==> src/rtl/boreal_ads_cfg_ctrl.sv <==
// ADS1299 bring-up sequencer: POR/reset, SDATAC, WREG table, RDATAC, then DRDY watchdog.
// Define BOREAL_CFG_VERIFY_EN to add WREG readback verification (RREG) before RDATAC.
module boreal_ads_cfg_ctrl #(
  parameter int N_REGS       = 24,
  parameter int CLK_DIV      = 8,
  parameter int BYTE_GAP     = 200,
  parameter int T_POR        = 20000,
  parameter int T_RST        = 400,
  parameter int T_SETTLE     = 2000,
  parameter int DRDY_TIMEOUT = 100000
) (
  input  logic                      clk,
  input  logic                      rst_n,
  input  logic                      cfg_start,
  output logic [$clog2(N_REGS)-1:0] tbl_addr,
  input  logic [7:0]                tbl_data,
  output logic                      sclk,
  output logic                      cs_n,
  output logic                      mosi,
  input  logic                      miso,
  input  logic                      drdy_n,
  output logic                      ads_reset_n,
  output logic                      ads_start,
  output logic                      stream_en,
  output logic                      busy,
  output logic                      cfg_done,
  output logic                      cfg_err,
  output logic [1:0]                err_code
);
  localparam int AW   = $clog2(N_REGS);
  localparam int M1   = (T_POR > T_RST) ? T_POR : T_RST;
  localparam int M2   = (M1 > T_SETTLE) ? M1 : T_SETTLE;
  localparam int TMAX = (M2 > DRDY_TIMEOUT) ? M2 : DRDY_TIMEOUT;
  localparam int TW   = $clog2(TMAX + 1);
  localparam int CMAX = (CLK_DIV > BYTE_GAP) ? CLK_DIV : BYTE_GAP;
  localparam int CW   = $clog2(CMAX + 1);

  typedef enum logic [3:0] {
    S_IDLE, S_POR, S_RSTLO, S_RSTWT, S_SDATAC, S_WREG,
`ifdef BOREAL_CFG_VERIFY_EN
    S_VERIFY,
`endif
    S_RDATAC, S_STREAM, S_FAULT
  } state_t;

  typedef enum logic [2:0] {PH_OFF, PH_LEAD, PH_BIT, PH_GAP, PH_TAIL} ph_t;

  state_t          r_state, w_nxt;
  ph_t             r_ph;
  logic [TW-1:0]   r_tmr;
  logic [CW-1:0]   r_cnt;
  logic [3:0]      r_half;
  logic [1:0]      r_byte, w_nbytes;
  logic [AW-1:0]   r_reg;
  logic [7:0]      r_tx, w_byte;
  logic            r_sclk, r_csn, r_mosi;
  logic [1:0]      r_err;
  logic            r_d1, r_d2, r_d3;
  logic            w_frame, w_fdone, w_last_reg, w_fall;
`ifdef BOREAL_CFG_VERIFY_EN
  logic [7:0]      r_rx;
  logic            w_mismatch;
  assign w_mismatch = (r_rx != tbl_data);
`else
  logic            w_unused_miso;
  assign w_unused_miso = miso;
`endif

  assign w_frame = (r_state == S_SDATAC) || (r_state == S_WREG) || (r_state == S_RDATAC)
`ifdef BOREAL_CFG_VERIFY_EN
                   || (r_state == S_VERIFY)
`endif
                   ;
  assign w_fdone    = w_frame && (r_ph == PH_TAIL) && (r_cnt == CW'(CLK_DIV - 1));
  assign w_last_reg = (r_reg == AW'(N_REGS - 1));
  assign w_fall     = r_d3 & ~r_d2;
  assign w_nbytes   = ((r_state == S_SDATAC) || (r_state == S_RDATAC)) ? 2'd1 : 2'd3;

  always_comb begin
    w_byte = 8'h00;
    case (r_state)
      S_SDATAC: w_byte = 8'h11;
      S_RDATAC: w_byte = 8'h10;
      S_WREG: begin
        if (r_byte == 2'd0)      w_byte = 8'h40 | 8'(r_reg);
        else if (r_byte == 2'd2) w_byte = tbl_data;
      end
`ifdef BOREAL_CFG_VERIFY_EN
      S_VERIFY: if (r_byte == 2'd0) w_byte = 8'h20 | 8'(r_reg);
`endif
      default: w_byte = 8'h00;
    endcase
  end

  always_ff @(posedge clk or negedge rst_n) begin
    if (!rst_n) r_state <= S_IDLE;
    else        r_state <= w_nxt;
  end

  always_comb begin
    w_nxt = r_state;
    case (r_state)
      S_IDLE:   if (cfg_start) w_nxt = S_POR;
      S_POR:    if (r_tmr == TW'(T_POR - 1)) w_nxt = S_RSTLO;
      S_RSTLO:  if (r_tmr == TW'(T_RST - 1)) w_nxt = S_RSTWT;
      S_RSTWT:  if (r_tmr == TW'(T_SETTLE - 1)) w_nxt = S_SDATAC;
      S_SDATAC: if (w_fdone) w_nxt = S_WREG;
`ifdef BOREAL_CFG_VERIFY_EN
      S_WREG:   if (w_fdone && w_last_reg) w_nxt = S_VERIFY;
      S_VERIFY: if (w_fdone) begin
        if (w_mismatch)      w_nxt = S_FAULT;
        else if (w_last_reg) w_nxt = S_RDATAC;
      end
`else
      S_WREG:   if (w_fdone && w_last_reg) w_nxt = S_RDATAC;
`endif
      S_RDATAC: if (w_fdone) w_nxt = S_STREAM;
      // A DRDY edge in the final cycle still rescues the stream.
      S_STREAM: if (!w_fall && r_tmr == TW'(DRDY_TIMEOUT - 1)) w_nxt = S_FAULT;
      S_FAULT:  if (cfg_start) w_nxt = S_POR;
      default:  w_nxt = S_IDLE;
    endcase
  end

  always_comb begin
    ads_reset_n = (r_state != S_RSTLO);
    ads_start   = (r_state == S_STREAM);
    stream_en   = (r_state == S_STREAM);
    cfg_done    = (r_state == S_STREAM);
    cfg_err     = (r_state == S_FAULT);
    busy        = (r_state != S_IDLE) && (r_state != S_STREAM) && (r_state != S_FAULT);
  end

  assign sclk     = r_sclk;
  assign cs_n     = r_csn;
  assign mosi     = r_mosi;
  assign err_code = r_err;
  assign tbl_addr = r_reg;

  always_ff @(posedge clk or negedge rst_n) begin
    if (!rst_n) begin
      r_tmr <= '0;
      r_reg <= '0;
      r_err <= 2'd0;
      r_d1  <= 1'b1;
      r_d2  <= 1'b1;
      r_d3  <= 1'b1;
    end else begin
      {r_d3, r_d2, r_d1} <= {r_d2, r_d1, drdy_n};
      if (w_nxt != r_state || (r_state == S_STREAM && w_fall)) r_tmr <= '0;
      else if (r_tmr != TW'(TMAX))                              r_tmr <= r_tmr + 1'b1;
      if (w_nxt != r_state) r_reg <= '0;
      else if (w_fdone)     r_reg <= r_reg + 1'b1;
      if (r_state == S_FAULT && cfg_start)                   r_err <= 2'd0;
      else if (r_state == S_STREAM && w_nxt == S_FAULT)      r_err <= 2'd1;
`ifdef BOREAL_CFG_VERIFY_EN
      else if (r_state == S_VERIFY && w_nxt == S_FAULT)      r_err <= 2'd2;
`endif
    end
  end

  // Byte engine, SPI mode 1: sclk high in the first half of each bit, low in the second.
  always_ff @(posedge clk or negedge rst_n) begin
    if (!rst_n) begin
      r_ph <= PH_OFF; r_cnt <= '0; r_half <= '0; r_byte <= '0; r_tx <= '0;
      r_sclk <= 1'b0; r_csn <= 1'b1; r_mosi <= 1'b0;
`ifdef BOREAL_CFG_VERIFY_EN
      r_rx <= '0;
`endif
    end else if (!w_frame) begin
      r_ph <= PH_OFF; r_sclk <= 1'b0; r_csn <= 1'b1; r_mosi <= 1'b0;
    end else begin
      case (r_ph)
        PH_OFF: begin
          r_ph <= PH_LEAD; r_csn <= 1'b0; r_cnt <= '0; r_byte <= '0;
        end
        PH_LEAD: begin
          if (r_cnt == CW'(CLK_DIV - 1)) begin
            r_ph <= PH_BIT; r_cnt <= '0; r_half <= '0;
            r_sclk <= 1'b1; r_mosi <= w_byte[7]; r_tx <= {w_byte[6:0], 1'b0};
          end else r_cnt <= r_cnt + 1'b1;
        end
        PH_BIT: begin
          if (r_cnt == CW'(CLK_DIV - 1)) begin
            r_cnt <= '0;
            if (r_half == 4'd15) begin
              r_ph <= PH_GAP; r_byte <= r_byte + 1'b1;
            end else begin
              r_half <= r_half + 1'b1;
              if (r_sclk) begin
                r_sclk <= 1'b0;
`ifdef BOREAL_CFG_VERIFY_EN
                r_rx <= {r_rx[6:0], miso};
`endif
              end else begin
                r_sclk <= 1'b1; r_mosi <= r_tx[7]; r_tx <= {r_tx[6:0], 1'b0};
              end
            end
          end else r_cnt <= r_cnt + 1'b1;
        end
        PH_GAP: begin
          if (r_cnt == CW'(BYTE_GAP - 1)) begin
            r_cnt <= '0;
            if (r_byte == w_nbytes) r_ph <= PH_TAIL;
            else begin
              r_ph <= PH_BIT; r_half <= '0;
              r_sclk <= 1'b1; r_mosi <= w_byte[7]; r_tx <= {w_byte[6:0], 1'b0};
            end
          end else r_cnt <= r_cnt + 1'b1;
        end
        PH_TAIL: begin
          if (r_cnt == CW'(CLK_DIV - 1)) begin
            r_ph <= PH_OFF; r_csn <= 1'b1; r_mosi <= 1'b0;
          end else r_cnt <= r_cnt + 1'b1;
        end
        default: r_ph <= PH_OFF;
      endcase
    end
  end
endmodule

==> config.mk <==
export PLATFORM = sky130hd
export DESIGN_NAME = boreal_ads_cfg_ctrl
export DESIGN_NICKNAME = d
export VERILOG_FILES = /design/src/rtl/boreal_ads_cfg_ctrl.sv
export SDC_FILE = /design/constraint.sdc
export NUM_CORES = 1
export LEC_CHECK = 0
export CORE_MARGIN = 1
export CORE_UTILIZATION = 60
export CTS_BUF_LIST = sky130_fd_sc_hd__clkbuf_16
export CTS_CLUSTER_SIZE = 30
export DETAILED_ROUTE_END_ITERATION = 10
export GPL_ROUTABILITY_DRIVEN = 0
export PLACE_DENSITY = 0.82
export SLEW_MARGIN = 40
export SYNTH_ARGS = -nofsm -noshare
export SYNTH_HDL_FRONTEND = slang
export SYNTH_SLANG_ARGS = --single-unit
==> constraint.sdc <==
create_clock -name clk -period 5.4 [get_ports clk]
set_input_delay 1.08 -clock clk [delete_from_list [all_inputs] [get_ports clk]]
set_output_delay 1.08 -clock clk [all_outputs]
set_load 0.005 [all_outputs]
After elaboration in Yosys (flattened, before gate mapping)
Cells that the tools add are included.
- output and inout port bits: 16
- register bits: 59
- logic and storage cells: 169
- bits of input ports: 13
- eq/ne operators: 47
- bitwise operators: 2
- muxes and demuxes: 66
- $add $sub $neg: 5
- reduce and logical (&&, ||, !) cells: 34
- operators by type and width (operator ; count):
    8-bit 2-to-1 mux ; 11
    4-bit 2-to-1 mux ; 13
    8-bit case mux with 3 select lines ; 2
    17-bit 2-to-1 mux ; 2
    4-bit case mux with 8 select lines ; 1
    8-bit case mux with 4 select lines ; 1
    3-bit 2-to-1 mux ; 7
    3-bit != test, second input constant ; 7
    17-bit by 1-bit adder with 17-bit output, second input constant ; 1
    17-bit by 11-bit == test with 1-bit output, second input constant ; 1
    17-bit by 15-bit == test with 1-bit output, second input constant ; 1
    17-bit == test, second input constant ; 1
    17-bit by 9-bit == test with 1-bit output, second input constant ; 1
    17-bit != test, second input constant ; 1
    4-bit by 3-bit == test with 1-bit output, second input constant ; 4
    1-bit 2-to-1 mux ; 16
    2-bit != test, second input constant ; 8
    8-bit AND reduction ; 2
    3-bit case mux with 5 select lines ; 1
    4-bit == test, second input constant ; 3
    4-bit case mux with 3 select lines ; 1
    2-bit 2-to-1 mux ; 5
    5-bit 2-to-1 mux ; 2
    1-bit logical AND ; 9
    43 further kinds ; 53

Logic depth before layout (Yosys ltp)
Gate-level depths: netlist of the first run.
- word-level depth: 12
- depth in mapped cells: 9

Least setup slack after synthesis of the first run
OpenSTA, ideal clock, no wires.
- path kind: register to register
- start point: reg r_tmr[1]
- end point: reg r_tmr[10]
- clock period less this slack: 2391 ps
- path buffers: 1
- arrival time: 2285 ps
- required time: 5295 ps
- cell stages (with the launch flop): 9
- path slack: 3009 ps
- path through: dfrtp_1 ha_1 nor2b_1 nand4_1 o311ai_0 nand3_1 mux2i_4 buf_6 nor4b_1
- cells in the longest elaborated chain, start to end: 7
- ends and longest elaborated chain (element ; RTL line ; text):
    start: declaration ; 50 ; logic [TW-1:0] r_tmr;
    start signal: assignment ; 151 ; else if (r_tmr != TW'(TMAX)) r_tmr <= r_tmr + 1'b1;
    17-bit == test ; 119 ; S_STREAM: if (!w_fall && r_tmr == TW'(DRDY_TIMEOUT - 1)) w_nxt = S_FAULT;
    1-bit logical AND ; 119 ;
    4-bit 2-to-1 mux ; 119 ;
    4-bit case mux with 8 select lines ; 102 ; case (r_state)
    4-bit != test ; 150 ; if (w_nxt != r_state || (r_state == S_STREAM && w_fall)) r_tmr <= '0;
    1-bit logical OR ; 150 ;
    17-bit 2-to-1 mux / 2-bit nonzero test (equally long branches) ; - ;
Several ways; a longest one is shown, not always the timed one. The select of a mux whose other input is x is not followed.
A chain may end at the register's enable or synchronous reset.

Final worst setup path of the first run
- start point: reg r_state[1]
- end point: out busy
- cells in the longest elaborated chain, start to end: 3
- ends and longest elaborated chain (element ; RTL line ; text):
    start: declaration ; 48 ; state_t r_state, w_nxt;
    start signal: assignment ; 97 ; else r_state <= w_nxt;
    4-bit by 3-bit != test with 1-bit output / 4-bit nonzero test (equally long branches) ; 131 ; busy = (r_state != S_IDLE) && (r_state != S_STREAM) && (r_state != S_FAULT);
    1-bit logical AND ; 131 ;
    1-bit logical AND (*) ; 131 ;
    end: declaration ; 25 ; output logic busy,
Mark *: on every way between the ends. The rest lies on a longest branch, timed or not.

==> results by group, run 1 <==
Clocking
  • CTS H-tree lvls: 3
  • # hold bufs at CTS: 0
  • TritonCTS Sinks: 57
  • Longest Clk Path Bufs: 2
  • Clk Latency, worst-skew pair: roughly 0.33 ns
  • CTS Buf Count: 9
  • Post-CTS sizing: 0
  • Clk root buf: clkbuf_16
  • Register clock-pin slew on the reported worst setup and hold paths: 0.05 ns
  • CTS tree: done
  • Setup repair bufs after CTS: 0

Critical path
  • Crit. End Element: primary output
  • Slowest cell on crit path: clkdlybuf4s50_1
  • Worst Setup Path Type: reg -> out
  • CP bufs+invs: 2
  • Critical path depth: 5
  • Delay-heaviest family, CP: buffers and inverters
  • Worst EP required: approximately 4.3 ns
  • Setup crit start kind: flip-flop
  • Cells on worst reg2reg path: 7
  • Critical-path maximum fanout: 12
  • Max stage delay on crit path: 0.50 ns
  • Crit path cell chain: and2_2 > nand2_1 > inv_1 > nor2_1 > clkdlybuf4s50_1
  • WP data arrival: around 1.9 ns

Synth
  • Post-synth net total: 398
  • Prevailing post-synth register cell: dfrtp_1
  • Number of flops mapped to enable cells by yosys: 0
  • Synthesized area per cell: between 9 and 10 um2
  • Cells after Synth: around 380
  • #FFs+latches synth: 57
  • Ys Warns: 0
  • Post-synthesis sequential area ratio: a little over 40%
  • Async SR Flop Fraction: 100%
  • Netlist Area Pre-Place: between 0.003 and 0.004 mm2
  • Netlist cell types: 66

Place
  • I/O Buffers: 26
  • Final HPWL DP: around 5.5 mm
  • Cell area after placement: ~0.0037 mm2

STA
  • Rel. slew slack: between 40 and 50%
  • Final worst path period share: a little under three fifths
  • Final Hold Viols: 0
  • Slew Limit Fails: 0
  • F_max: approximately 0.33 GHz
  • RSZ-0062 raised after global routing: false
  • Worst Max-Slew Pin Slew: 0.822 ns
  • Max Clock Skew: approximately 0.0031 ns
  • Minimum clock period: 3.02 ns
  • Setup Viol. Count Final: 0
  • Setup TNS: 0 ns
  • Fin Hold WS: 0.354 ns

Global route
  • Total GRT Usage: between 20% and 30%
  • Antenna violations before repair: 0
  • Overflow after GRT: 0
  • Largest net degree at the start of global routing: 58
  • Number of global-route vias before repair: 2941
  • First-pass GRT wire length: about 14 mm

Power and ir drop
  • Pwr Density: 282 mW/mm2
  • Leakage: 0.00157 uW
  • Worst VDD drop: between 0.2 and 0.25 mV

Cells and area
  • Layout area overhead: 15.4%
  • N_diodes: 0
  • Final Cell Area: 0.00400 mm2
  • Commonest non-fill, non-tap cell in the layout: dfrtp_1
  • Commonest cells after routing, fill and taps aside: dfrtp_1 (53), nand2_1 (34), nor2_1 (30)
  • Fraction of layout cells with a size suffix above 1: 11.0%
  • Final layout net count: about 420

Route
  • Routed WL: just over 8 mm
  • Residual DRC: 0
  • Wire length on met2: a little over 4 mm
  • Drt first pass iters: 5
  • Metal-1 WL: 3.51 mm
  • DR top layer: met4
  • Vias per cell: 6.42
  • Routed len/inst: about 17 um
  • Starting DRT DRC Count: between 150 and 200
  • Routed wl met3: between 300 and 400 um
  • Post-route antenna net violation count: 0
  • Vias: 3037

Floorplanning
  • I/O pins: 29
  • Core Area: 0.00554 mm2
  • Die height: 78.0 um
  • FP Rows: 27
  • Die X: between 70 and 80 um
  • Initial Util: a little over three fifths
  • Die Area: 0.00609 mm2

Worst hold path
  • Hold depth: 0
  • Min-Delay Path Class: reg -> reg

Flow run
  • Max-Cap Viols: 0

Status
  • Status: completed
synth_stat cells, types with 3 or more instances:
master / count / area (um2)
nor2b_1: 5 / 31.3
clkbuf_1: 7 / 26.3
and4_1: 3 / 26.3
nand3_1: 19 / 95.1
xnor2_1: 12 / 105
nand2b_1: 4 / 25.0
nor3_1: 13 / 65.1
dfstp_2: 4 / 105
buf_2: 7 / 35.0
o31ai_1: 3 / 22.5
buf_6: 3 / 33.8
nor4b_1: 7 / 61.3
nand2_1: 34 / 128
inv_1: 13 / 48.8
ha_1: 7 / 87.6
a21oi_1: 19 / 95.1
o21ai_0: 17 / 85.1
a32o_1: 4 / 40.0
a22oi_1: 4 / 30.0
dfrtp_1: 53 / 1330
nor2_1: 30 / 113
xor2_1: 11 / 96.3
nand3b_1: 5 / 37.5
or3_1: 5 / 31.3
and3_1: 4 / 25.0
a31oi_1: 8 / 50.1
mux2i_1: 5 / 50.1
nand4_1: 6 / 37.5
buf_4: 4 / 30.0
nor4_1: 18 / 113
final cells by class:
type                    count  area, um2
clock inverters             7       61.3
repair buffers             29        278
clock buffers               9        225
inverters                  13       48.8
multi-input cells         286       1870
flip-flops and latches     57       1430
well taps                  72       90.1
fillers                   450       1540
worst paths after layout:
| path | from | to | slack [ns] |
|---|---|---|---|
| max in group asynchronous | rst_n | tbl_addr[3] | 4.04 |
| setup / recovery | r_state[1] | busy | 2.38 |
| setup reg to reg | r_tmr[1] | r_tmr[9] | 2.40 |
| hold / removal | r_d1 | r_d2 | 0.35 |
| hold reg to reg | r_d1 | r_d2 | 0.35 |
| min in group asynchronous | rst_n | r_cnt[5] | 0.90 |
logic make-up (layout without fill, tap and decap cells):
kind of cell | Yosys count | after routing | synth area share (%)
multiplexers | 8 | 8 | 2.74
adder cells (fa/ha/maj) | 7 | 7 | 2.52
other | 1 | 1 | 0.108
XOR/XNOR | 23 | 23 | 5.81
buffers and inverters | 35 | 58 | 5.37
flip-flops | 57 | 57 | 41.3
AND/OR/NAND/NOR | 171 | 171 | 27.8
AO/OA/AOI/OAI | 76 | 76 | 14.4
state kept, by name (all words and copies together) (netlist names):
signal    cells
r_ph          3
cs_n          1
r_half        4
r_byte        2
sclk          1
err_code      1
r_tmr        17
mosi          1
r_d3          1
r_tx          7
r_d2          1
r_cnt         8
tbl_addr      5
r_d1          1
r_state       4
routing by layer:
metal / vias up / track usage, %
met5: - / 0
met4: 0 / 15.6
met3: 18 / 6.40
met2: 98 / 49.7
met1: 1491 / 34.4
li1: 1430 / -
power breakdown:
part           internal (uW)  switching [uW]  total [uW]
clock                    351             200         552
combinational           46.3            55.5         102
sequential               448            25.9         474
worst register-to-register path, stage by stage (launching register included):
cell      delay, ns
dfrtp_1        0.43
ha_1           0.26
nor2b_1        0.26
nand4_1        0.26
o311ai_0       0.59
nand3_1        0.26
mux2i_4        0.62
nor4_1         0.16
stage by stage:
stage	power, uW	utilization, %	setup WS (ns)	cells
after floorplan	545	-	3.01	378
after global placement	576	67.0	2.44	457
after detailed placement	582	67.0	2.35	457
after CTS	1140	72.1	2.36	473
after global routing	1160	72.2	2.08	473
final	1130	72.2	2.38	473
Note: power is estimated with default switching activity, not from simulation.
==> inputs of run 2 (changes only) <==
--- a/config.mk
+++ b/config.mk
@@ -6,12 +6,12 @@
 export NUM_CORES = 1
 export LEC_CHECK = 0
 export CORE_MARGIN = 1
-export CORE_UTILIZATION = 60
+export CORE_UTILIZATION = 53
 export CTS_BUF_LIST = sky130_fd_sc_hd__clkbuf_16
 export CTS_CLUSTER_SIZE = 30
 export DETAILED_ROUTE_END_ITERATION = 10
 export GPL_ROUTABILITY_DRIVEN = 0
-export PLACE_DENSITY = 0.82
+export PLACE_DENSITY = 0.77
 export SLEW_MARGIN = 40
 export SYNTH_ARGS = -nofsm -noshare
 export SYNTH_HDL_FRONTEND = slang
==> constraint.sdc (replaced) <==
create_clock -name clk -period 2.7 [get_ports clk]
set_input_delay 0.54 -clock clk [delete_from_list [all_inputs] [get_ports clk]]
set_output_delay 0.54 -clock clk [all_outputs]
set_load 0.005 [all_outputs]
==> run 2 against run 1 <==
Against the previous run:
- wire length down 1.5%
- clock skew up 0.0030 ns
- critical path depth unchanged
- final cell count up 3.8%
- via count down 0.16%
- sequential share of layout area down 0.82 points
- total power up 90%
- core utilization down 7.7 points
- combinational power up 120%
- highest routed layer unchanged
==> results by group, run 2 (synthesis gave the netlist of run 1 again) <==
Cells and area
  • Biggest register: r_tmr (unchanged)
  • Layout area overhead: 18.1% (was 15.4%)
  • Biggest regs: r_tmr: 17 flops, r_cnt: 8 flops, r_tx: 7 flops (unchanged)
  • Commonest non-fill, non-tap cell in the layout: dfrtp_1 (unchanged)
  • Final core utilization: 64.5% (was 72.2%)
  • Fraction of layout cells with a size suffix above 1: 13.3% (was 11.0%)
  • Final layout net count: 429 (was 416)
  • Flip-flop count of the largest register after layout: 17 (unchanged)
  • N_diodes: 0 (unchanged)
  • Commonest cells after routing, fill and taps aside: dfrtp_1 (53), nand2_1 (34), nor2_1 (30) (unchanged)

Clocking
  • Clk Latency, worst-skew pair: 0.33 ns (about the same)
  • Setup repair bufs after CTS: 0 (unchanged)
  • TritonCTS Sinks: 57 (unchanged)
  • Clk root buf: clkbuf_16 (unchanged)
  • CTS H-tree lvls: 3 (unchanged)
  • Register clock-pin slew on the reported worst setup and hold paths: 0.05 ns (about the same)
  • CTS tree: done (unchanged)
  • CTS Buf Count: 9 (unchanged)
  • Longest Clk Path Bufs: 2 (unchanged)

Critical path
  • Worst r2r src: r_tmr[1] (unchanged)
  • Max stage delay on crit path: 0.50 ns (about the same)
  • CP bufs+invs: 2 (unchanged)
  • WP data arrival: 1.95 ns (was 1.94 ns)
  • Slowest cell on crit path: clkdlybuf4s50_1 (unchanged)
  • Reg2Reg Setup Slack: 0.24 ns (was 2.40 ns)
  • Critical-path maximum fanout: 12 (unchanged)
  • Crit. End Element: primary output (unchanged)
  • Worst EP required: 2.16 ns (was 4.32 ns)
  • Crit path cell chain: and2_2 > nand2_1 > inv_1 > nor2_1 > clkdlybuf4s50_1 (unchanged)
  • Setup crit start kind: flip-flop (unchanged)
  • Delay-heaviest family, CP: buffers and inverters (unchanged)
  • CP Launch Point: r_state[1] (unchanged)
  • Worst Setup Path Type: reg -> out (unchanged)

STA
  • Setup Viol. Count Final: 0 (unchanged)
  • Final worst path period share: 92.1%
  • Worst Max-Slew Pin Slew: 0.709 ns (was 0.822 ns)
  • Rel. slew slack: 52.7% (was 44.9%)
  • Final Hold Viols: 0 (unchanged)
  • Setup TNS: 0 ns (unchanged)
  • Minimum clock period: 2.49 ns
  • Max Clock Skew: 0.00616 ns (was 0.00312 ns)
  • RSZ-0062 raised after global routing: false (unchanged)
  • F_max: around 0.40 GHz
  • Slew Limit Fails: 0 (unchanged)

Route
  • Post-route antenna net violation count: 0 (unchanged)
  • Starting DRT DRC Count: 133 (was 181)
  • Routed WL: 8.10 mm (was 8.22 mm)
  • Drt first pass iters: 6 (was 5)
  • Residual DRC: 0 (unchanged)
  • Vias: 3032 (was 3037)
  • Vias per cell: 6.18 (was 6.42)
  • Routed len/inst: 16.5 um (was 17.4 um)

Place
  • Final HPWL DP: 5.52 mm (was 5.47 mm)
  • I/O Buffers: 26 (unchanged)

Floorplanning
  • Core Area: 0.00635 mm2 (was 0.00554 mm2)
  • Initial Util: 54.6% (was 62.6%)
  • Die Area: 0.00687 mm2 (was 0.00609 mm2)
  • FP Rows: 29 (was 27)
  • Die X: 82.9 um (was 78.0 um)
  • I/O pins: 29 (unchanged)
  • Die height: 82.9 um (was 78.0 um)

Global route
  • Overflow after GRT: 0 (unchanged)
  • Number of global-route vias before repair: 2974 (was 2941)
  • Total GRT Usage: 24.6% (was 29.2%)
  • Antenna violations before repair: 0 (unchanged)
  • Largest net degree at the start of global routing: 58 (unchanged)
  • First-pass GRT wire length: 13.7 mm (was 13.6 mm)

Power and ir drop
  • Worst VDD drop: 0.471 mV (was 0.219 mV)
  • Pwr Density: 524 mW/mm2 (was 282 mW/mm2)
  • Leakage: 0.00163 uW (was 0.00157 uW)
  • Total power draw: 2150 uW (was 1130 uW)

Worst hold path
  • Min-Delay Path Class: in -> async (was reg -> reg)

Flow run
  • Max-Cap Viols: 0 (unchanged)

Status
  • Status: completed (unchanged)
==> run 2: area by class of cell <==
cell class,count,area [um2]
clock buffer,9,225
clock inverter,7,30.0
fill,517,2250
inverter,13,48.8
multi-input combinational,287,1900
sequential,57,1430
tap,77,96.3
timing repair buffer,41,368
==> run 2: power breakdown <==
group | switching (uW) | leakage, uW | total, uW | internal (uW)
sequential | 51.1 | 0.000729 | 948 | 897
combinational | 119 | 0.000767 | 221 | 102
clock | 378 | 0.000136 | 979 | 600
==> run 2: metal layers <==
| metal | wire, um | GRT usage, % |
|---|---|---|
| met5 | 0 | 0 |
| met1 | 3480 | 30.1 |
| met2 | 4080 | 41.7 |
| met4 | 150 | 8.78 |
| met3 | 393 | 6.76 |
==> run 2: worst paths after layout <==
check / end / cells past startpoint
max reg2reg: r_tmr[5] / 8
max: busy / 5
min in group clk: r_d2 / 0
max in group asynchronous: r_tmr[9] / 2
min: r_tx[2] / 2
min reg2reg: r_d2 / 0
==> run 2: repair_timing <==
action                                  in CTS  in global routing
resized for setup                            1                  3
hold buffers                                 0                  0
gates cloned                                 0                  1
endpoints found under the hold margin        0                  0
endpoints found under the setup margin       2                 22
==> run 2: through the flow <==
| step | setup WS, ns | hold WS (ns) | cells | area (um2) |
|---|---|---|---|---|
| after global routing | 0.00116 | 0.364 | 491 | 4100 |
| after detailed placement | 0.0133 | 0.348 | 474 | 3810 |
| after floorplan | 0.309 | 0.244 | 378 | 3470 |
| after CTS | 0.0853 | 0.359 | 490 | 4060 |
| after global placement | 0.134 | 0.349 | 474 | 3810 |
| final | 0.212 | 0.357 | 491 | 4100 |
